[src/rtl/restoring_divider_8bit.sv]
// restoring_divider_8bit
//   Sequential unsigned restoring divider (DIV/MOD unit of the ALU).
//   One trial subtraction per clock; a borrowing subtraction is restored by
//   keeping the shifted partial remainder instead of the difference.
//   Latency is WIDTH+1 cycles from an accepted start to done.
//
// Ports
//   clk          in   1      system clock, rising-edge active
//   rst          in   1      asynchronous, active-high reset
//   start        in   1      request, sampled only in IDLE
//   dividend     in   WIDTH  unsigned dividend, latched on accept
//   divisor      in   WIDTH  unsigned divisor, latched on accept
//   busy         out  1      high in CALC and DONE
//   done         out  1      one-cycle completion pulse
//   quotient     out  WIDTH  unsigned quotient, held until next accept
//   remainder    out  WIDTH  unsigned remainder, held until next accept
//   div_by_zero  out  1      set with done when divisor was zero
module restoring_divider_8bit #(
  parameter int WIDTH = 8
) (
  input  logic             clk,
  input  logic             rst,
  input  logic             start,
  input  logic [WIDTH-1:0] dividend,
  input  logic [WIDTH-1:0] divisor,
  output logic             busy,
  output logic             done,
  output logic [WIDTH-1:0] quotient,
  output logic [WIDTH-1:0] remainder,
  output logic             div_by_zero
);

  localparam int CW = $clog2(WIDTH + 1);

  typedef enum logic [1:0] {
    S_IDLE = 2'd0,
    S_CALC = 2'd1,
    S_DONE = 2'd2
  } state_t;

  state_t           state_q, state_d;
  // The partial remainder's top bit is always zero after an update (a
  // non-borrowing trial leaves T < divisor), so only WIDTH bits are stored.
  logic [WIDTH-1:0] p_q, p_d;
  logic [WIDTH-1:0] q_q, q_d;
  logic [WIDTH-1:0] divisor_q, divisor_d;
  logic [CW-1:0]    count_q, count_d;
  logic [WIDTH-1:0] quotient_q, quotient_d;
  logic [WIDTH-1:0] remainder_q, remainder_d;
  logic             dbz_q, dbz_d;
  logic             busy_q, busy_d;
  logic             done_q, done_d;

  logic [WIDTH:0]   shifted_s;
  logic [WIDTH:0]   trial_s;
  logic             last_iter_s;
  logic             divisor_zero_s;

  assign shifted_s      = {1'b0, p_q[WIDTH-1:0], q_q[WIDTH-1]} >> 0;
  assign trial_s        = shifted_s - {1'b0, divisor_q};
  assign last_iter_s    = (count_q == CW'(WIDTH - 1));
  assign divisor_zero_s = (divisor == {WIDTH{1'b0}});

  // State and datapath registers with asynchronous reset.
  always_ff @(posedge clk or posedge rst) begin
    if (rst) begin
      state_q     <= S_IDLE;
      p_q         <= {WIDTH{1'b0}};
      q_q         <= {WIDTH{1'b0}};
      divisor_q   <= {WIDTH{1'b0}};
      count_q     <= {CW{1'b0}};
      quotient_q  <= {WIDTH{1'b0}};
      remainder_q <= {WIDTH{1'b0}};
      dbz_q       <= 1'b0;
      busy_q      <= 1'b0;
      done_q      <= 1'b0;
    end else begin
      state_q     <= state_d;
      p_q         <= p_d;
      q_q         <= q_d;
      divisor_q   <= divisor_d;
      count_q     <= count_d;
      quotient_q  <= quotient_d;
      remainder_q <= remainder_d;
      dbz_q       <= dbz_d;
      busy_q      <= busy_d;
      done_q      <= done_d;
    end
  end

  // Next-state logic: IDLE -> CALC (or DONE on zero divisor) -> DONE -> IDLE.
  always_comb begin
    state_d = state_q;
    case (state_q)
      S_IDLE: begin
        if (start) begin
          state_d = divisor_zero_s ? S_DONE : S_CALC;
        end else begin
          state_d = S_IDLE;
        end
      end
      S_CALC: begin
        if (last_iter_s) begin
          state_d = S_DONE;
        end else begin
          state_d = S_CALC;
        end
      end
      S_DONE:  state_d = S_IDLE;
      default: state_d = S_IDLE;
    endcase
  end

  // Datapath and registered-output next values.
  always_comb begin
    p_d         = p_q;
    q_d         = q_q;
    divisor_d   = divisor_q;
    count_d     = count_q;
    quotient_d  = quotient_q;
    remainder_d = remainder_q;
    dbz_d       = dbz_q;
    case (state_q)
      S_IDLE: begin
        if (start) begin
          divisor_d = divisor;
          p_d       = {WIDTH{1'b0}};
          q_d       = dividend;
          count_d   = {CW{1'b0}};
          if (divisor_zero_s) begin
            // Zero divisor short-circuits straight to DONE.
            quotient_d  = {WIDTH{1'b1}};
            remainder_d = dividend;
            dbz_d       = 1'b1;
          end else begin
            dbz_d = dbz_q;
          end
        end else begin
          count_d = count_q;
        end
      end
      S_CALC: begin
        if (!trial_s[WIDTH]) begin
          p_d = trial_s[WIDTH-1:0];
          q_d = {q_q[WIDTH-2:0], 1'b1};
        end else begin
          // Borrow: restore by keeping the shifted remainder.
          p_d = shifted_s[WIDTH-1:0];
          q_d = {q_q[WIDTH-2:0], 1'b0};
        end
        count_d = count_q + CW'(1);
        if (last_iter_s) begin
          quotient_d  = q_d;
          remainder_d = p_d;
          dbz_d       = 1'b0;
        end else begin
          dbz_d = dbz_q;
        end
      end
      S_DONE: begin
        count_d = count_q;
      end
      default: begin
        count_d = {CW{1'b0}};
      end
    endcase
    busy_d = (state_d != S_IDLE);
    done_d = (state_d == S_DONE);
  end

  assign busy        = busy_q;
  assign done        = done_q;
  assign quotient    = quotient_q;
  assign remainder   = remainder_q;
  assign div_by_zero = dbz_q;

endmodule

[config.mk]
export PLATFORM = sky130hd
export DESIGN_NAME = restoring_divider_8bit
export DESIGN_NICKNAME = d
export VERILOG_FILES = /design/src/rtl/restoring_divider_8bit.sv
export SDC_FILE = /design/constraint.sdc
export NUM_CORES = 1
export LEC_CHECK = 0
export BUFFER_PORTS_ARGS = -buffer_cell sky130_fd_sc_hd__buf_2
export CORE_MARGIN = 4
export CORE_UTILIZATION = 50
export CTS_BUF_LIST = sky130_fd_sc_hd__clkbuf_16
export CTS_CLUSTER_DIAMETER = 120
export DETAILED_ROUTE_END_ITERATION = 8
export GPL_TIMING_DRIVEN = 0
export PLACE_DENSITY = 0.72
export SYNTH_ARGS = -nofsm -noshare
export SYNTH_HDL_FRONTEND = slang
export SYNTH_SLANG_ARGS = --single-unit
[constraint.sdc]
create_clock -name clk -period 3.4 [get_ports clk]
set_input_delay 0.34 -clock clk [delete_from_list [all_inputs] [get_ports clk]]
set_output_delay 0.34 -clock clk [all_outputs]
set_load 0.02 [all_outputs]
==> key figures <==
Status
  • Result of the run: finished with violations
  • Violations in the final reports: hold timing

Power and ir drop
  • Clock share of power: 0.140
  • Combinational power share: 0.560
  • Overall Power: 3400 µW
  • Fraction of power spent switching nets: 0.431
  • Peak VDD IR: 0.547 mV
  • NetSw: 1460 µW
  • Leakage: between 0.001 and 0.0015 µW
  • Power per Cell Area: 1170 nW/µm²
  • Flop pwr share: 0.301
  • Internal power: 1930 µW

Finish
  • Area growth from synthesis to layout: 16.9%
  • Area used by multi-input combinational logic: 1160 µm²
  • Sequential cell area: approximately 1200 µm²
  • Filler Cells Inserted: around 410
  • Fraction of layout cells with a size suffix above 1: 0.175
  • Post-route design area: 2910 µm²
  • Count of non-filler cells in the finished layout: 369
  • Number of nets at the end of the flow: 330
  • Ant diodes: 0

Route
  • Total via count after detailed routing: 1980
  • Wire length on met3: approximately 340 µm
  • Iteration count of the initial detailed-routing pass: 4
  • DR iter-0 viols: around 190
  • Routed via count divided by cell count: 5.37
  • Number of design rule violations left after detail routing: 0
  • Highest metal used: met4
  • Wire length reported by the detailed router: 5470 µm
  • Number of nets still failing antenna checks after routing: 0
  • Met1 Routed Length: 2700 µm
  • Detailed-routed wire length on met2: 2360 µm
  • Drt wl/cell: 14.8 µm

Setup path
  • Worst endpoint data arrival time: around 3.2 ns
  • Count of cells along the worst register-to-register path: 10
  • Largest stage delay on the critical path: 0.42 ns
  • CP endpoint kind: flop
  • Data required, critical path: about 3.6 ns
  • Minimum setup slack among reg-to-reg paths: ~0.45 ns
  • Critical register-to-register path endpoint: remainder[0]
  • Critical Path Fanout Max: 10
  • Kind of critical path: flop to flop
  • Cell family contributing the most delay on the critical path: compound AO/OA/AOI/OAI gates
  • Combined buffer and inverter count along the critical path: 2
  • Cell with the largest stage delay on the worst path: sky130_fd_sc_hd__fa_1
  • Total stage count of the critical path: 10
  • Startpoint of the worst register-to-register path: q_q[7]
  • Startpoint types: flop
  • Critical path, cell by cell: inv_1 -> ha_1 -> inv_1 -> fa_1 -> a21o_1 -> a221oi_2 -> a21oi_4 -> xor2_4 -> mux2_4 -> a221oi_2

Global routing
  • Pin count of the biggest net entering global routing: 37
  • First-pass GRT wire length: about 9600 µm
  • Overall routing resource usage: 0.199
  • Number of global-route vias before repair: 1931
  • GRT overflow: 0
  • Antenna violations before repair: 0

Floorplan
  • Horiz. Die Dim: 78.6 µm
  • Count of standard-cell rows: 25
  • Area of the placeable core: 4790 µm²
  • Initial Util: 0.520
  • Die Outline Area: 6170 µm²
  • Y dimension of the die: 78.6 µm
  • IO Pins: 38

Clock tree
  • Clk Latency, worst-skew pair: a little under 0.3 ns
  • Number of clock buffers inserted by TritonCTS: 5
  • Number of buffers added to fix hold violations after cts: 0
  • Root buffer selected by CTS: sky130_fd_sc_hd__clkbuf_16
  • CTS-repair resized insts: 0
  • Postcts setup bufs: 0
  • Number of clock sinks: 49
  • Htree depth: 2
  • Maximum number of buffers from clock root to sink: 2
  • Clock tree from TritonCTS: built
  • Clock edge transition at the registers on the reported setup and hold paths: roughly 0.06 ns

STA
  • RSZ-0062 raised after global routing: false
  • Hold violation count in the final report: 4
  • Maximum operating frequency: approximately 340 MHz
  • Number of slew-limit violations in the final report: 0
  • Setup violations, final: 0
  • Tightest hold margin: -0.00151 ns
  • Slew of the pin with the lowest slew margin: 0.583 ns
  • Setup total negative slack: 0 ns
  • Final Critical Period: 2.95 ns
  • Worst slew margin: 0.608
  • Ratio of final minimum period to clock period: 0.868
  • Clock skew after layout: 0.00411 ns

Synthesis
  • Number of cells produced by synthesis: between 200 and 300
  • Synthesized area divided by synthesized cell count: 9.68 µm²
  • Most frequently used flop master after synthesis: sky130_fd_sc_hd__dfrtp_1
  • Number of distinct library cells after synthesis: 41
  • Number of flops mapped to enable cells by yosys: 0
  • Proportion of synthesized chip area in sequential cells: 0.493
  • Post-synthesis net count: approximately 290
  • Synthesized cell area: approximately 2500 µm²
  • Share of synthesized flip-flops with an asynchronous set or reset: 1.00
  • Number of warnings issued by yosys: 0
  • Register bit count reported by yosys: slightly below 50

Placed design
  • Placement-stage cell area: 2770 µm²
  • Weighted congestion reported at the end of routability-driven placement: 0.757
  • Input/output buffers: 36
  • Post-detailed-placement half-perimeter wirelength: a little over 4000 µm
  • Post-Place Cells: 361

Flow run
  • Maxcap violations: 0

Worst hold path
  • Class of the worst hold path: primary input to asynchronous set/reset pin
layer usage:
metal | up-vias | global-route usage
met5 | - | 0
li1 | 980 | -
met2 | 57 | 0.285
met4 | 0 | 0.0577
met3 | 6 | 0.0516
met1 | 937 | 0.294
power by group through the flow:
stage	logic [µW]	clock network (µW)	registers [µW]
after global placement	1860	0	1030
after CTS	1920	488	1020
after detailed placement	1910	0	1030
after floorplan	1380	0	1110
after global routing	2140	512	1060
final	1900	475	1020
metrics by stage:
stage / utilization / worst slack (ns) / hold slack [ns]
finish: 0.608 / 0.449 / -0.00151
global route: 0.608 / 0.257 / 0.0240
CTS: 0.608 / 0.442 / 0.00665
detailed placement: 0.579 / 0.485 / 0.318
global placement: 0.575 / 0.502 / 0.462
floorplan: - / 0.760 / 0.451
layout by cell type, fill, tap and decap left out, types with 2 or more instances in the layout:
cell / n
sky130_fd_sc_hd__o22ai_1: 4
sky130_fd_sc_hd__nand3_1: 4
sky130_fd_sc_hd__buf_2: 37
sky130_fd_sc_hd__o21a_1: 2
sky130_fd_sc_hd__mux2i_1: 8
sky130_fd_sc_hd__nor2b_1: 4
sky130_fd_sc_hd__a21oi_1: 10
sky130_fd_sc_hd__o211ai_1: 2
sky130_fd_sc_hd__a221oi_1: 9
sky130_fd_sc_hd__nor2_1: 34
sky130_fd_sc_hd__o22a_1: 3
sky130_fd_sc_hd__or4_1: 2
sky130_fd_sc_hd__dfrtp_1: 49
sky130_fd_sc_hd__clkinv_1: 2
sky130_fd_sc_hd__xor2_1: 2
sky130_fd_sc_hd__a221oi_2: 2
sky130_fd_sc_hd__nand2_1: 33
sky130_fd_sc_hd__xnor2_1: 4
sky130_fd_sc_hd__clkbuf_1: 7
sky130_fd_sc_hd__nand2b_1: 2
sky130_fd_sc_hd__ha_1: 9
sky130_fd_sc_hd__and2_1: 4
sky130_fd_sc_hd__o21ai_0: 21
sky130_fd_sc_hd__clkbuf_16: 5
sky130_fd_sc_hd__inv_1: 15
sky130_fd_sc_hd__a31oi_1: 3
sky130_fd_sc_hd__nor3_1: 3
sky130_fd_sc_hd__a21o_1: 4
kinds of logic (layout without fill, tap and decap cells):
group	Yosys count	after routing	synth area share
simple gates	87	87	0.149
compound gates	68	68	0.189
flops	49	49	0.493
buf+inv	26	71	0.0417
fa+ha+maj	10	10	0.0533
mux	10	10	0.0427
xor+xnor	7	7	0.0322
cell type report:
| type | instances | share of cell area |
|---|---|---|
| buffer | 10 | 0.0150 |
| clock buffer | 5 | 0.0430 |
| clock inverter | 3 | 0.00430 |
| inverter | 16 | 0.0206 |
| multi-input combinational | 182 | 0.398 |
| sequential | 49 | 0.421 |
| tap | 67 | 0.0288 |
| timing repair buffer | 37 | 0.0688 |
worst register-to-register path, stage by stage, from the launching register on:
cell and delay [ns]:
sky130_fd_sc_hd__dfrtp_1 0.36, sky130_fd_sc_hd__inv_1 0.09, sky130_fd_sc_hd__ha_1 0.17, sky130_fd_sc_hd__inv_1 0.06, sky130_fd_sc_hd__fa_1 0.42, sky130_fd_sc_hd__a21o_1 0.21
sky130_fd_sc_hd__a221oi_2 0.41, sky130_fd_sc_hd__a21oi_4 0.12, sky130_fd_sc_hd__xor2_4 0.41, sky130_fd_sc_hd__mux2_4 0.36, sky130_fd_sc_hd__a221oi_2 0.26
cell usage after synthesis (2+ instances only):
library cell,number,area (µm²)
sky130_fd_sc_hd__xor2_1,2,17.5
sky130_fd_sc_hd__o22ai_1,4,25.0
sky130_fd_sc_hd__a221oi_1,9,78.8
sky130_fd_sc_hd__nor3_1,3,15.0
sky130_fd_sc_hd__a31oi_1,3,18.8
sky130_fd_sc_hd__inv_1,16,60.1
sky130_fd_sc_hd__dfrtp_1,49,1230
sky130_fd_sc_hd__or4_1,2,15.0
sky130_fd_sc_hd__ha_1,9,113
sky130_fd_sc_hd__o21ai_0,21,105
sky130_fd_sc_hd__xnor2_1,4,35.0
sky130_fd_sc_hd__nor2_1,34,128
sky130_fd_sc_hd__a21o_1,4,30.0
sky130_fd_sc_hd__and2_1,4,25.0
sky130_fd_sc_hd__o22a_1,3,26.3
sky130_fd_sc_hd__clkbuf_1,7,26.3
sky130_fd_sc_hd__nand3_1,4,20.0
sky130_fd_sc_hd__o211ai_1,2,15.0
sky130_fd_sc_hd__a21oi_1,10,50.1
sky130_fd_sc_hd__nor2b_1,4,25.0
sky130_fd_sc_hd__nand2b_1,2,12.5
sky130_fd_sc_hd__a221oi_2,2,30.0
sky130_fd_sc_hd__nand2_1,33,124
sky130_fd_sc_hd__o21a_1,2,15.0
sky130_fd_sc_hd__mux2i_1,8,80.1
worst max-delay path by stage:
stage / startpoint / endpoint / slack [ns]
after detailed placement: q_q[7] / remainder[0] / 0.49
after CTS: q_q[7] / remainder[0] / 0.44
after global routing: q_q[7] / remainder[0] / 0.26
after global placement: q_q[7] / remainder[0] / 0.50
after floorplan: q_q[7] / remainder[0] / 0.76
final: q_q[7] / remainder[0] / 0.45
state kept, by name (all words and copies together) (netlist names):
signal and flops:
p_q 8, quotient 8, div_by_zero 1, divisor_q 8, q_q 8, remainder 8
count_q 4, busy 1, done 1, state_q 2
Power figures use the tool's default switching activity.
